`src/rtl/branch_target_buffer.sv`:
```
// Direct-mapped branch target buffer with 2-bit saturating direction counters.
// Combinational lookup on the fetch PC, trained on the clock edge by resolved branches.
module branch_target_buffer #(
    parameter int unsigned IDX_W    = 4,
    parameter logic [1:0]  CTR_INIT = 2'b10
) (
    input  logic        clk,
    input  logic        rst_n,
    input  logic [31:0] pc_if,
    output logic        pred_taken,
    output logic [31:0] pred_target,
    input  logic        upd_valid,
    input  logic [31:0] upd_pc,
    input  logic        upd_taken,
    input  logic [31:0] upd_target,
    input  logic        upd_pred_taken,
    input  logic [31:0] upd_pred_target,
    output logic        mispredict,
    output logic [31:0] br_count,
    output logic [31:0] mispred_count
);

    localparam int unsigned DEPTH = 1 << IDX_W;
    localparam int unsigned TAG_W = 30 - IDX_W;

    logic [DEPTH-1:0] valid_q;
    logic [1:0]       ctr_q [DEPTH];
    logic [TAG_W-1:0] tag_q [DEPTH];
    logic [31:0]      tgt_q [DEPTH];
    logic [31:0]      br_count_q, br_count_d;
    logic [31:0]      mispred_count_q, mispred_count_d;

    logic [IDX_W-1:0] lk_idx, up_idx;
    logic [TAG_W-1:0] lk_tag, up_tag;
    logic             lk_hit, up_hit;
    logic [1:0]       up_ctr;
    logic [1:0]       up_ctr_d;
    logic             up_wr_ctr, up_alloc, up_wr_tgt;

    assign lk_idx = pc_if[IDX_W+1:2];
    assign lk_tag = pc_if[31:IDX_W+2];
    assign up_idx = upd_pc[IDX_W+1:2];
    assign up_tag = upd_pc[31:IDX_W+2];

    // Lookup reads pre-edge contents only; no bypass from a same-cycle update.
    always_comb begin
        lk_hit      = valid_q[lk_idx] && (tag_q[lk_idx] == lk_tag);
        pred_taken  = lk_hit && ctr_q[lk_idx][1];
        pred_target = pred_taken ? tgt_q[lk_idx] : (pc_if + 32'd4);
    end

    always_comb begin
        mispredict = upd_valid &&
                     ((upd_taken != upd_pred_taken) ||
                      (upd_taken && upd_pred_taken && (upd_target != upd_pred_target)));
    end

    always_comb begin
        up_hit    = valid_q[up_idx] && (tag_q[up_idx] == up_tag);
        up_ctr    = ctr_q[up_idx];
        up_ctr_d  = up_ctr;
        up_wr_ctr = 1'b0;
        up_alloc  = 1'b0;
        up_wr_tgt = 1'b0;
        if (upd_valid) begin
            if (up_hit) begin
                up_wr_ctr = 1'b1;
                if (upd_taken) begin
                    up_ctr_d  = (up_ctr == 2'b11) ? 2'b11 : up_ctr + 2'd1;
                    up_wr_tgt = 1'b1;
                end else begin
                    up_ctr_d  = (up_ctr == 2'b00) ? 2'b00 : up_ctr - 2'd1;
                end
            end else if (upd_taken) begin
                up_alloc  = 1'b1;
                up_wr_ctr = 1'b1;
                up_wr_tgt = 1'b1;
                up_ctr_d  = CTR_INIT;
            end
        end
    end

    always_comb begin
        br_count_d      = br_count_q;
        mispred_count_d = mispred_count_q;
        if (upd_valid) begin
            br_count_d = br_count_q + 32'd1;
            if (mispredict) begin
                mispred_count_d = mispred_count_q + 32'd1;
            end
        end
    end

    always_ff @(posedge clk or negedge rst_n) begin
        if (!rst_n) begin
            valid_q         <= '0;
            ctr_q           <= '{default: '0};
            br_count_q      <= '0;
            mispred_count_q <= '0;
        end else begin
            br_count_q      <= br_count_d;
            mispred_count_q <= mispred_count_d;
            if (up_alloc) begin
                valid_q[up_idx] <= 1'b1;
            end
            if (up_wr_ctr) begin
                ctr_q[up_idx] <= up_ctr_d;
            end
        end
    end

    // Tag/target carry no reset: they are only meaningful behind a set valid bit.
    always_ff @(posedge clk) begin
        if (rst_n && up_alloc) begin
            tag_q[up_idx] <= up_tag;
        end
        if (rst_n && up_wr_tgt) begin
            tgt_q[up_idx] <= upd_target;
        end
    end

    assign br_count      = br_count_q;
    assign mispred_count = mispred_count_q;

endmodule

```
`config.mk`:
```
export PLATFORM = sky130hd
export DESIGN_NAME = branch_target_buffer
export DESIGN_NICKNAME = d
export VERILOG_FILES = /design/src/rtl/branch_target_buffer.sv
export SDC_FILE = /design/constraint.sdc
export NUM_CORES = 1
export LEC_CHECK = 0
export CAP_MARGIN = 20
export CELL_PAD_IN_SITES_DETAIL_PLACEMENT = 0
export CELL_PAD_IN_SITES_GLOBAL_PLACEMENT = 1
export CORE_MARGIN = 8
export CORE_UTILIZATION = 45
export CTS_CLUSTER_SIZE = 40
export DETAILED_ROUTE_END_ITERATION = 7
export MAX_ROUTING_LAYER = met4
export PLACE_DENSITY_LB_ADDON = 0.1
export SLEW_MARGIN = 20
export SYNTH_ARGS = -nofsm -noshare
export SYNTH_HDL_FRONTEND = slang
export SYNTH_SLANG_ARGS = --single-unit
```
`constraint.sdc`:
```
create_clock -name clk -period 5 [get_ports clk]
set_input_delay 0.5 -clock clk [delete_from_list [all_inputs] [get_ports clk]]
set_output_delay 0.5 -clock clk [all_outputs]
set_load 0.03 [all_outputs]
```
==> impl_metrics.ini, run 1 <==
[placement]
pre_cts_slack_ns = 0.245
routabilityCongestion = 0.889
dp_hpwl_microns = 89100
portBuffers = 228

[yosys]
synth_area_sq_um = 46100
synth_edf_count = 928
synthArstFlopShare_pct = 10.8
synth_cell_type_count = 77
syn-num-nets = 2563
yosys_warnings = 0
netlist_instances = 2426
ys_seq_area_share_pct = 66.5
avgSynthCellArea_sq_um = 19.0
synth_flop_cell = edfxtp_1
yosys_register_bits = 1040

[sta]
maxSlewHeadroom_pct = 34.7
grt_setup_unrepaired = no
max_freq_ghz = 0.208
tightest_slew_ns = 0.977
setup_viol = 0
worst_slack_ns = 0.193
finalHoldViolations = 0
hold_slack_ns = 0.00401
finalCritPeriodShare_pct = 96.1
setup_tns_ns = 0
fin_crit_ns = 4.81
fin_skew_ns = 0.0398
slew_violations = 0

[cts]
worstSkewPairLatency_ns = 0.70
path_clk_slew_ns = 0.06
cts_buffers = 109
htree_levels = 3
cts_root_buffer = clkbuf_16
cts_max_path_buffers = 3
cts_hold_buf = 0
post_cts_buffers = 0
cts_tree = yes
post_cts_resized = 0
clock-sinks = 1040

[die]
die-area_sq_um = 113000
die_x_microns = 336
die_height_microns = 336
row_count = 117
io_pins = 231
initial_utilization_pct = 45.3
core-area_sq_um = 102000

[routing]
vias = 26366
drt_wl_total_microns = 137000
drc = 0
drtIter0Drc = 2874
via_per_inst = 6.18
antenna_left = 0
drtPass1Iterations = 5
wl_per_cell_microns = 32.2

[critical_path]
crit_fanout = 42
reg2reg_slack_ns = 0.92
rr_worst_depth = 11
cp.arrival_ns = 4.31
reg2reg_from = tag_q[15][2]
crit_path_end = pred_target[31]
critPathLaunch = pc_if[2]
r2r-end = tag_q[12][21]
crit_type = in2out
cp-end-kind = output port
start_kind = input pin
required_ns = 4.50

[power_and_ir_drop]
total_power_uw = 20100
p_leak_uw = 0.0183
ir_drop_v = 0.000322
power_density_nw_per_um2 = 363

[cells_and_area]
multiInputGateArea_sq_um = 14900
num-fill-cells = 7972
synthToLayoutAreaGrowth_pct = 20.0
nets = 2935
drive_gt1_share_pct = 29.9
ff_latch_area_sq_um = 30700

[global_routing]
grt_usage_pct = 24.9
antenna_found_initial = 8
grt_max_degree = 130
overflow = 0
grt_pass1_vias = 27136
grt_pass1_wl_microns = 198000

[hold_path]
hp-class = in2async

[outcome]
outcome = completed

[flow_run]
max_cap_violations = 0
[Yosys cell counts, types with 5 or more instances]
cell,instances,share of area (%)
mux2i_1,58,1.3
nand2b_1,19,0.26
o22ai_1,13,0.18
nor2_1,80,0.65
a21oi_1,13,0.14
xnor2_1,129,2.4
mux4_2,392,19
buf_4,12,0.20
nor4_1,5,0.068
o211ai_1,6,0.098
a31o_1,10,0.19
clkbuf_1,68,0.55
buf_6,13,0.32
nor3_1,17,0.18
and3_1,26,0.35
a22oi_1,12,0.20
or2b_1,5,0.081
dfrtp_1,112,6.1
nand3_1,69,0.75
and2_1,7,0.095
a22o_1,6,0.11
inv_1,25,0.20
o2bb2ai_1,19,0.36
buf_1,28,0.23
xor2_1,37,0.70
o21ai_0,21,0.23
a31o_2,7,0.13
a211oi_1,8,0.13
buf_2,16,0.17
mux2_2,51,1.2
nand2_1,100,0.81
edfxtp_1,928,60
nand4_1,26,0.35
nor2b_1,7,0.095
[worst max-delay path, stage by stage]
cell     delay [ns]
buf_8          0.39
buf_4          0.36
mux4_2         0.54
mux4_2         0.56
xnor2_1        0.33
nand2_1        0.14
nor4b_1        0.43
nand3_2        0.15
buf_12         0.21
mux2_2         0.39
buf_12         0.16
[through the flow]
stage                     cells  cell area [sq um]  utilization, %
final                      4268              55300            54.4
after global routing       4268              55300            54.4
after CTS                  4261              55300            54.4
after detailed placement   4055              51700            50.8
after global placement     4055              51700            50.8
after floorplan            2426              46100               -
[kinds of logic after synthesis]
group / Yosys count / share of synthesized area, %
flops: 1040 / 66.5
mux: 504 / 21.7
simple gates: 385 / 4.13
xor+xnor: 166 / 3.15
buf+inv: 164 / 1.71
compound gates: 162 / 2.67
fa+ha+maj: 5 / 0.130
[power by group]
| part | switching, uW | total, uW | internal, uW |
|---|---|---|---|
| Combinational | 1160 | 2090 | 932 |
| Sequential | 148 | 9790 | 9650 |
| Clock | 3440 | 8230 | 4790 |
| Total | 4740 | 20100 | 15400 |
[flip-flops by register name, summed over array words and instances (netlist names)]
register	cells
tgt_q	512
br_count	32
tag_q	416
mispred_count	32
valid_q	16
ctr_q	32
[final cells by class]
type / instances / area share (%)
flip-flops and latches: 1040 / 55.4
multi-input cells: 1222 / 26.9
repair buffers: 399 / 7.80
clock buffers: 134 / 5.15
well taps: 1368 / 3.09
clock inverters: 72 / 1.39
inverters: 26 / 0.176
diodes: 7 / 0.0316
[cells in the final DEF (no fill, tap or decap), types with 25 or more instances in the layout]
| cell type | synthesis | layout |
|---|---|---|
| edfxtp_1 | 928 | 928 |
| mux4_2 | 392 | 392 |
| clkdlybuf4s50_1 | 0 | 187 |
| buf_4 | 12 | 141 |
| xnor2_1 | 129 | 129 |
| dfrtp_1 | 112 | 112 |
| clkbuf_16 | 0 | 109 |
| nand2_1 | 100 | 100 |
| nand3_1 | 69 | 68 |
| buf_12 | 0 | 66 |
| mux2i_1 | 58 | 58 |
| mux2_2 | 51 | 51 |
| nor2_1 | 80 | 49 |
| xor2_1 | 37 | 37 |
| nor2_4 | 0 | 31 |
| nand4_1 | 26 | 26 |
| and3_1 | 26 | 26 |
| inv_1 | 25 | 25 |
[routing by layer]
layer  wire length (microns)  up-vias  GRT usage [%]
met1                   58300    14179           35.2
met2                   64600     1202           37.7
li1                        -    10806              -
met4                    3240        0           5.68
met3                   11200      179           4.92
met5                       0        -              -
[worst min-delay path by stage]
stage                              to  slack [ns]  depth (start not counted)
finish                       ctr_q[7]       0.004                          2
global route                 ctr_q[7]        0.06                          2
CTS                          ctr_q[5]       0.008                          2
global placement    mispred_count[31]        0.46                          1
detailed placement  mispred_count[31]        0.46                          1
floorplan                 br_count[0]        0.20                          0
(Power assumes the default switching activity.)
==> run 2: changes to the inputs <==
==> constraint.sdc (replaced) <==
create_clock -name clk -period 5 [get_ports clk]
set_input_delay 1.5 -clock clk [delete_from_list [all_inputs] [get_ports clk]]
set_output_delay 1.5 -clock clk [all_outputs]
set_load 0.03 [all_outputs]
==> run 2 against run 1 <==
Effect of this change: worst setup slack got worse by 1.2 ns; sequential power about the same; total power increased by 2.1%; critical endpoint is now pred_target[4]; largest power group unchanged; clock skew increased by 0.0065 ns; highest routed layer unchanged; the flow now finishes with violations (setup timing).
==> impl_metrics.ini, run 2 (synthesis results as in run 1) <==
[outcome]
outcome = finished, violations left
violations = setup timing

[critical_path]
crit_fanout = 32
required_ns = 3.50
crit_type = in2out
rr_worst_depth = 11
cp-end-kind = output port
start_kind = input pin
cp.arrival_ns = 4.54

[power_and_ir_drop]
pwr-share-seq_pct = 47.7
power_density_nw_per_um2 = 350
p_sw_uw = 4940
p_leak_uw = 0.0204
p_comb_share_pct = 11.7
sw_frac_of_total_pct = 24.1
ir_drop_v = 0.000295
internal_power_uw = 15600
clkPwrFrac_pct = 40.6

[sta]
worst_slack_ns = -1.04
setup_tns_ns = -33.88
grt_setup_unrepaired = yes
maxSlewHeadroom_pct = 43.8
tightest_slew_ns = 0.843
fin_crit_ns = 6.04
max_freq_ghz = 0.166
setup_viol = 33
hold_slack_ns = 0.476
finalCritPeriodShare_pct = 121
fin_skew_ns = 0.0463
slew_violations = 0
finalHoldViolations = 0

[routing]
via_per_inst = 6.05
drtIter0Drc = 3157
drt_wl_total_microns = 145000
drc = 0
vias = 27643
antenna_left = 0
drtPass1Iterations = 5
wl_per_cell_microns = 31.6

[placement]
placed_cell_area_sq_um = 54100
portBuffers = 228
dp_hpwl_microns = 96900
placed_cells = 4327
routabilityCongestion = 0.900

[die]
row_count = 117
die_x_microns = 336
initial_utilization_pct = 45.3
die_height_microns = 336
die-area_sq_um = 113000
core-area_sq_um = 102000
io_pins = 231

[cts]
cts_max_path_buffers = 3
path_clk_slew_ns = 0.06
clock-sinks = 1040
cts_tree = yes
cts_buffers = 109
cts_root_buffer = clkbuf_16
htree_levels = 3
worstSkewPairLatency_ns = 0.72

[cells_and_area]
layout_common_cells = 928 x edfxtp_1, 392 x mux4_2, 390 x buf_4
largest_reg_flops = 512
layout_commonest_cell = edfxtp_1
drive_gt1_share_pct = 38.3
nets = 3245
largestRegisters = tgt_q (512), tag_q (416)
postLayoutCellArea_sq_um = 58600
finalNonFillerCells = 4571
utilization_pct = 57.6
synthToLayoutAreaGrowth_pct = 27.1
largest_register = tgt_q

[global_routing]
busiest_layer = met2
grt_max_degree = 77
grt_pass1_wl_microns = 205000
overflow = 0
grt_usage_pct = 26.1
grt_use_met2_pct = 39.2
grt_pass1_vias = 28602
use_met1_pct = 36.1
antenna_found_initial = 6
globalRouteMet3Util_pct = 6.20

[hold_path]
hp-class = reg2reg
hold_depth = 1

[flow_run]
max_cap_violations = 0
[run 2: cell count changes in the layout (fill, tap and decap cells not counted), sizes merged, moves of 3 or more]
| cell | change |
|---|---|
| buf | +309 |
| clkbuf | -7 |
| clkdlybuf4s50 | -37 |
| clkinv | +6 |
| clkinvlp | +3 |
| diode | -5 |
| dlygate4sd2 | +16 |
| dlymetal6s2s | +17 |
[run 2: power by group through the flow]
stage | registers, uW | clock network (uW) | logic (uW)
3_5_place_dp | 9970 | 0 | 2320
6_report | 9790 | 8340 | 2400
4_1_cts | 9790 | 8460 | 2370
3_3_place_gp | 9960 | 0 | 2280
2_1_floorplan | 10000 | 0 | 1060
5_1_grt | 9810 | 8800 | 2530
[run 2: area by class of cell]
class / count / area, sq um
Antenna cell: 2 / 5.00
Clock buffer: 122 / 2780
Clock inverter: 82 / 933
Fill cell: 7687 / 43100
Inverter: 26 / 100
Multi-Input combinational cell: 1222 / 15300
Sequential cell: 1040 / 30700
Tap cell: 1368 / 1710
Timing Repair Buffer: 709 / 7120
[run 2: critical path: stages]
cell	delay (ns)
buf_16	0.14
buf_16	0.15
buf_12	0.13
buf_4	0.11
mux4_2	0.47
mux4_2	0.54
xnor2_2	0.19
nand2_2	0.14
nor4_4	0.31
nand3_2	0.12
buf_12	0.22
mux2_2	0.31
buf_4	0.17
[run 2: final timing paths]
kind	from	endpoint	slack [ns]
min in group asynchronous	rst_n	ctr_q[16]	0.80
hold reg to reg	mispred_count[31]	mispred_count[31]	0.48
setup / recovery	pc_if[2]	pred_target[4]	-1.04
hold / removal	mispred_count[31]	mispred_count[31]	0.48
setup reg to reg	tag_q[8][2]	tag_q[2][16]	0.95
max in group asynchronous	rst_n	br_count[14]	2.96
[run 2: per-stage QoR]
stage,total power (uW),worst slack (ns)
floorplan,11100,-0.609
global placement,12200,-1.67
detailed placement,12300,-1.66
CTS,20600,-1.10
global route,21100,-1.13
finish,20500,-1.04
[run 2: what timing repair did]
item / 4_1_cts / 5_1_grt
endpoints found under the setup margin: 34 / 173
cloned: 0 / 3
hold buffers: 0 / 0
setup buffers: 18 / 18
gates resized for setup: 84 / 53
pin swaps: 13 / 25
[run 2: per-layer routing]
metal	vias to the layer above	wire, microns
met5	-	0
met4	0	3880
met3	214	13700
met2	1327	66700
met1	14701	60300
li1	11401	-
==> run 3: changes to the inputs <==
--- a/config.mk
+++ b/config.mk
@@ -8,7 +8,6 @@
 export CAP_MARGIN = 20
 export CELL_PAD_IN_SITES_DETAIL_PLACEMENT = 0
 export CELL_PAD_IN_SITES_GLOBAL_PLACEMENT = 1
-export CORE_MARGIN = 8
 export CORE_UTILIZATION = 45
 export CTS_CLUSTER_SIZE = 40
 export DETAILED_ROUTE_END_ITERATION = 7
==> run 3 against run 2 <==
Effect of this change: the run still ends with setup timing left; total power shrank 1.2%; clock skew is 0.040 ns higher; register-to-register slack better by 0.05 ns; combinational power down 2%; maximum frequency decreased by 0.57%; count of clock-buffer cells in the layout rose by 27; die area is 8.2% lower; clock power is 2% lower; wire length down 2.7%; sequential share of layout area up 0.35 points; non-clock buffer count decreased by 32; worst setup slack lost 0.035 ns; largest cell class unchanged; largest power group unchanged.
==> impl_metrics.ini, run 3 (synthesis results as in run 1) <==
[outcome]
outcome = finished, violations left
violations = setup timing

[cells_and_area]
layout_commonest_cell = edfxtp_1
drive_gt1_share_pct = 37.3
largest_register = tgt_q
nets = 3215
synthToLayoutAreaGrowth_pct = 26.3
largestRegisters = tgt_q (512), tag_q (416)
layout_common_cells = 928 x edfxtp_1, 392 x mux4_2, 380 x buf_4
largest_reg_flops = 512
num-fill-cells = 7695

[sta]
grt_setup_unrepaired = yes
finalHoldViolations = 0
finalCritPeriodShare_pct = 121
fin_crit_ns = 6.07
worst_slack_ns = -1.07
tightest_slew_ns = 0.716
slew_violations = 0
hold_slack_ns = 0.472
setup_viol = 33
max_freq_ghz = 0.165
fin_skew_ns = 0.0863
maxSlewHeadroom_pct = 52.2

[global_routing]
antenna_found_initial = 10
grt_usage_pct = 28.4
overflow = 0
grt_pass1_wl_microns = 201000
grt_max_degree = 76
grt_pass1_vias = 28102

[placement]
pre_cts_slack_ns = -1.29
routabilityCongestion = 0.897
dp_hpwl_microns = 94900
portBuffers = 228

[routing]
drt_wl_total_microns = 141000
drc = 0
vias = 27528
drtIter0Drc = 3235
via_per_inst = 6.05
drtPass1Iterations = 8
wl_per_cell_microns = 30.9
antenna_left = 0

[power_and_ir_drop]
sw_frac_of_total_pct = 23.8
p_sw_uw = 4830
p_comb_share_pct = 11.6
clkPwrFrac_pct = 40.1
ir_drop_v = 0.000319
p_leak_uw = 0.0201
internal_power_uw = 15500
total_power_uw = 20300
pwr-share-seq_pct = 48.3
power_density_nw_per_um2 = 348

[die]
initial_utilization_pct = 45.3
row_count = 117
die-area_sq_um = 104000
die_height_microns = 322
io_pins = 231
die_x_microns = 322
core-area_sq_um = 102000

[cts]
cts_buffers = 111
cts_max_path_buffers = 3
cts_root_buffer = clkbuf_16
cts_hold_buf = 0
path_clk_slew_ns = 0.06
cts_tree = yes
worstSkewPairLatency_ns = 0.73
htree_levels = 3
clock-sinks = 1040

[critical_path]
rr_worst_depth = 11
start_kind = input pin
required_ns = 3.50
cp.arrival_ns = 4.57
crit_fanout = 32
crit_type = in2out
cp-end-kind = output port

[flow_run]
max_cap_violations = 0

[hold_path]
hp-class = reg2reg
hold_depth = 1
==> run 3: cell count changes in the layout (fill, tap and decap cells not counted), sizes merged <==
| cell | previous run | this run |
|---|---|---|
| bufinv | 15 | 9 |
| clkbuf | 127 | 153 |
| clkdlybuf4s50 | 150 | 160 |
| buf | 521 | 489 |
| dlygate4sd2 | 16 | 7 |
| diode | 2 | 6 |
| clkinv | 52 | 43 |
| clkinvlp | 11 | 4 |
==> run 3: path summary, 6_finish.rpt <==
check / slack (ns) / to / start
setup / recovery: -1.07 / pred_target[15] / pc_if[2]
max in group asynchronous: 3.22 / br_count[30] / rst_n
hold reg to reg: 0.47 / br_count[31] / br_count[31]
hold / removal: 0.47 / br_count[31] / br_count[31]
setup reg to reg: 1.00 / tag_q[5][6] / tag_q[10][2]
min in group asynchronous: 0.79 / ctr_q[5] / rst_n
==> run 3: final cells by class <==
type	instances	area [sq um]	area share, %
antenna	6	15.0	0.0258
clock buffer	149	3000	5.15
clock inverter	60	628	1.08
inverter	26	100	0.172
multi-input combinational	1222	15200	26.2
sequential	1040	30700	52.6
tap	1368	1710	2.94
timing repair buffer	677	6880	11.8
==> run 3: worst max-delay path, cell delays in order <==
cell and delay, ns:
buf_16 0.16, buf_12 0.17, mux4_2 0.51, mux4_2 0.56, xnor2_1 0.21, buf_4 0.16, nand3_1 0.09, nor4_2 0.29
nand3_2 0.14, buf_12 0.22, mux2_4 0.33, buf_4 0.17
==> run 3: stage by stage <==
stage	util, %	std cells	instance area (sq um)	setup TNS [ns]
after floorplan	-	2426	46600	-20.75
after global placement	53.3	4328	54200	-326.71
after detailed placement	53.3	4328	54200	-335.97
after CTS	57.1	4541	58100	-34.27
after global routing	57.3	4548	58300	-37.75
final	57.3	4548	58300	-34.76
==> run 3: repair_timing <==
item | in CTS | in global routing
pin swaps | 18 | 13
endpoints found under the setup margin | 34 | 370
gates resized for setup | 52 | 30
cloned | 2 | 1
buffers inserted | 2 | 0
==> run 3: power groups by stage <==
stage	registers, uW	logic, uW	clock network [uW]
after detailed placement	9970	2320	0
final	9790	2350	8150
after floorplan	10000	1060	0
after global routing	9810	2490	8630
after CTS	9790	2360	8310
after global placement	9960	2290	0
==> run 3: metal layers <==
metal / GRT usage, % / share of wire [%]
met4: 6.84 / 2.5
met3: 5.32 / 8.1
met5: - / 0
met1: 40.0 / 42
met2: 42.9 / 47
==> RTL change 1: new RTL, config.mk and constraints of run 2 <==
`IDX_W`: 4 -> 3.
--- a/src/rtl/branch_target_buffer.sv
+++ b/src/rtl/branch_target_buffer.sv
@@ -1,7 +1,7 @@
 // Direct-mapped branch target buffer with 2-bit saturating direction counters.
 // Combinational lookup on the fetch PC, trained on the clock edge by resolved branches.
 module branch_target_buffer #(
-    parameter int unsigned IDX_W    = 4,
+    parameter int unsigned IDX_W    = 3,
     parameter logic [1:0]  CTR_INIT = 2'b10
 ) (
     input  logic        clk,
Check against the original RTL: not settled (the Yosys comparison gave no result); the edit may change what the design does.
==> RTL change 1 against run 2 <==
  * The run still ends with setup timing left
  * Worst setup slack improved by 0.055 ns
  * Clock power is 51% lower
  * Wire length fell by 50%
  * Power is 48% lower
  * Largest cell class unchanged
  * Hold slack worse by 0.0042 ns
  * Synthesized cell count decreased by 37%
  * Non-clock buffer count decreased by 166
  * Final area is 42% lower
  * Sequential cell count is 480 lower
  * Critical endpoint is now pred_target[5]
  * Synthesized area fell by 45%
  * Via count fell by 42%
==> RTL change 1: results (changes against run 2) <==
first-pass GRT wire length=108400 microns (-47%); met1 Usage GRT=0.3026 (-0.05840); Placed Cells=2714 (-37%); mux share of post-synthesis cell area=0.1706 (-0.04656); Syn Inst Count=1526 (-37%); final worst setup slack=-0.9845 ns (+0.05546 ns); WL met3=3504 microns (-75%); async set-reset flop share out of synthesis=0.1571 (+0.04945); routed vias=15980 (-42%); failing checks=setup timing; Setup WS pre-CTS=-1.238 ns (+0.4224 ns); Worst slew margin=0.4450 (+0.007173); setup violators final=33 (unchanged); later-pin clock latency in the skew report=0.62 ns (-0.10 ns); r2r endpoint=tag_q[3][25]$_DFFE_PP_; Leak=12.10 nW (-41%); largest net degree at the start of global routing=66 (-14%); Routed WL=72910 microns (-50%); number of flops mapped to enable cells by yosys=472 (-49%); initial antenna violation count=1 (-5); Met2 Wirelength=37540 microns (-44%); Power Combinational=1.44 mW (-40%); outcome=finished with violations; unique cell type count in the Yosys netlist=61 (-21%); via/cell ratio=5.598 (-7.4%); CP max stage cell=or4_4; grt met3 use=0.02587 (-0.03617); register share of total power=0.489 (+0.012); vias in the first global route=16910 (-41%); Setup TNS Final=-28.75 ns (+5.125 ns); r2r startpoint=tag_q[4][18]$_DFFE_PP_; Post-Synth Adder-Cell Area=0.002365 (+0.001063)
[RTL change 1: cell count changes in the layout (fill, tap and decap cells not counted), moves of 22 or more]
cell / run 2 / this run
nand3_1: 66 / 39
buf_4: 390 / 255
buf_12: 84 / 44
mux4_2: 392 / 155
xnor2_1: 106 / 79
dfrtp_1: 112 / 88
mux2_4: 22 / 0
clkbuf_16: 112 / 57
xor2_1: 37 / 83
nand2_1: 97 / 60
and2_1: 7 / 32
a21oi_4: 0 / 25
clkdlybuf4s50_1: 150 / 187
edfxtp_1: 928 / 472
[RTL change 1: cell type report]
class / count / area (sq um)
repair buffers: 543 / 5475
flip-flops and latches: 560 / 16380
well taps: 756 / 945.9
multi-input cells: 865 / 9475
fillers: 4267 / 21930
clock inverters: 35 / 282.8
inverters: 25 / 93.84
clock buffers: 70 / 1475
diodes: 1 / 2.502
[RTL change 1: timing repair]
action	CTS	global route
cloned	7	0
resized for setup	127	3
setup buffers	27	2
hold buffers	0	0
pin swaps	17	3
endpoints found under the setup margin	34	34
==> RTL change 2: new RTL, config.mk and constraints of run 2 <==
Made on the original files. Put one more register stage on the output `mispred_count`, without a reset. The value now appears one clock later. The other outputs are not delayed to match.
--- a/src/rtl/branch_target_buffer.sv
+++ b/src/rtl/branch_target_buffer.sv
@@ -120,7 +120,9 @@
     end
 
     assign br_count      = br_count_q;
-    assign mispred_count = mispred_count_q;
+    always_ff @(posedge clk) begin
+        mispred_count <= mispred_count_q;
+    end
 
 endmodule
 
Check against the original RTL: not settled (the Yosys comparison gave no result); the edit may change what the design does.
==> RTL change 2 against run 2 <==
  * The flow still finishes with violations (setup timing)
  * Clock skew increased by 0.012 ns
  * Utilization decreased by 0.28 points
  * Via count increased by 1.9%
  * Sequential cell count increased by 32
  * Wire length decreased by 1.7%
  * First-iteration DRC count decreased by 12%
  * Power increased by 1.2%
  * Combinational power decreased by 9.6%
  * Final area increased by 1.4%
  * Worst setup slack got worse by 0.24 ns
  * Synthesized area increased by 2.2%
  * Sequential share of layout area increased by 0.37 points
  * Clock power increased by 2.8%
  * Critical path type unchanged
  * Largest power group unchanged
==> RTL change 2: results (changes against run 2) <==
outcome=finished with violations; failing checks=setup timing; Largest regs=tgt_q: 512 flops, tag_q: 416 flops; initial antenna violation count=5 (-1); Post-DP HPWL=93720 microns (-3.3%); hold slack=0.3780 ns (-0.09825 ns); # nets final=3331 (+2.7%); number of flops mapped to enable cells by yosys=928 (unchanged); CP top delay family=buffers and inverters; drt wl/cell=30.42 microns (-3.8%); CTS buffer count=113 (+3.7%); Hold Path Depth=0 (-1); grt met3 use=0.04620 (-0.01584); FF-to-FF path depth=13 (+2); largest net degree at the start of global routing=130 (+69%); Area contributors post-synth=edfxtp_1 59%, mux4_2 18%, dfrtp_1 5.9%; Worst EP arrival=4.78 ns (+0.24 ns); routability cong.=0.9036 (+0.41%); register-to-register setup slack=0.78 ns (-0.17 ns); vias in the first global route=28950 (+1.2%); share of cells above drive strength 1=0.3500 (-0.03296); met1 Usage GRT=0.3496 (-0.01140); top cells by count, synth=928 x edfxtp_1, 369 x mux4_2, 112 x dfrtp_1, 112 x xnor2_1, 97 x nor2_1; Worst slew margin=0.3231 (-0.1147); maximum fanout along the worst path=15 (-53%); worst hold endpoint=mispred_count[17]$_DFF_P_; Leak=20.42 nW (+0.32%); Clock Skew=0.05859 ns (+0.01233 ns); setup violators final=33 (unchanged); Max VDD drop=0.2899 mV (-1.8%); gr usage total=0.2494 (-0.01135); unique cell type count in the Yosys netlist=68 (-12%); drt first-iter violations=2766 (-12%); syn nets=2703 (+5.5%); met2 usage=0.3849 (-0.007236); routed vias=28170 (+1.9%); first-pass GRT wire length=206100 microns (+0.52%); final worst setup slack=-1.277 ns (-0.2367 ns); DRT Pass-1 Iters=6 (+1); sequential cell area fraction in the yosys report=0.6644 (about the same); r2r startpoint=tag_q[9][0]$_DFFE_PP_; hold wc startpoint=mispred_count_q[17]$_DFFE_PN0P_; r2r endpoint=tag_q[3][20]$_DFFE_PP_; async set-reset flop share out of synthesis=0.1045 (-0.003215)
## RTL change 2: per-stage QoR
stage	instance area (sq um)	setup TNS [ns]	std cells	power, mW	worst slack [ns]
floorplan	47580	-22.86	2566	11.28	-0.7408
global placement	54710	-253.35	4428	12.29	-1.776
detailed placement	54710	-234.82	4428	12.32	-1.755
CTS	59200	-41.11	4665	20.91	-1.283
global route	59450	-42.76	4673	21.40	-1.323
finish	59450	-40.97	4673	20.78	-1.277
## RTL change 2: cell type report
class / instances / area (sq um)
antenna: 2 / 5.005
clock buffer: 133 / 2934
sequential: 1072 / 31310
clock inverter: 79 / 885.9
inverter: 21 / 78.83
multi-input combinational: 1316 / 15570
fill: 7897 / 44200
timing repair buffer: 670 / 6935
tap: 1380 / 1727
## RTL change 2: worst max path at each step
stage                         from  slack [ns]              end  cells past startpoint
after floorplan           pc_if[2]       -0.74  pred_target[23]                     10
after global placement    pc_if[2]       -1.78   pred_target[0]                     10
after detailed placement  pc_if[2]       -1.75   pred_target[0]                     10
after CTS                 pc_if[2]       -1.28   pred_target[6]                     12
after global routing      pc_if[3]       -1.32   pred_target[6]                     14
final                     pc_if[3]       -1.28   pred_target[6]                     15
## RTL change 2: cell families (layout without fill, tap and decap cells)
| kind of cell | after synthesis | in the layout | synth area share |
|---|---|---|---|
| buf+inv | 178 | 903 | 0.01792 |
| fa+ha+maj | 8 | 8 | 0.001912 |
| compound gates | 213 | 213 | 0.03247 |
| simple gates | 434 | 434 | 0.04787 |
| mux | 500 | 500 | 0.2055 |
| flops | 1072 | 1072 | 0.6644 |
| xor+xnor | 161 | 161 | 0.02992 |
| other cells | 0 | 2 | 0 |
## RTL change 2: report_power, final
part | switching (mW) | internal (mW) | leakage, nW | total [mW]
registers | 0.131 | 9.90 | 10.1 | 10.0
logic | 1.15 | 1.03 | 8.46 | 2.17
clock network | 3.58 | 4.99 | 1.86 | 8.57
## RTL change 2: routing by layer
layer  vias up  wire, microns
li1      11790              -
met1     14890          60010
met2      1284          67410
met3       202          11670
met4         0           3051
met5         -              0
## RTL change 2: worst reg2reg max path, stage by stage (launching register included)
cell	delay, ns
edfxtp_1	0.42
mux4_2	0.47
mux2i_1	0.26
buf_4	0.18
o22ai_1	0.08
or4b_1	0.50
a2111oi_2	0.57
buf_4	0.20
nand4_1	0.07
buf_4	0.18
or2_2	0.40
buf_4	0.19
nor3b_4	0.21
buf_12	0.21
## RTL change 2: timing repair
item	4_1_cts	5_1_grt
buffers inserted	19	7
endpoints found under the setup margin	34	34
resized for setup	101	43
pin swaps	7	15
cloned	6	0
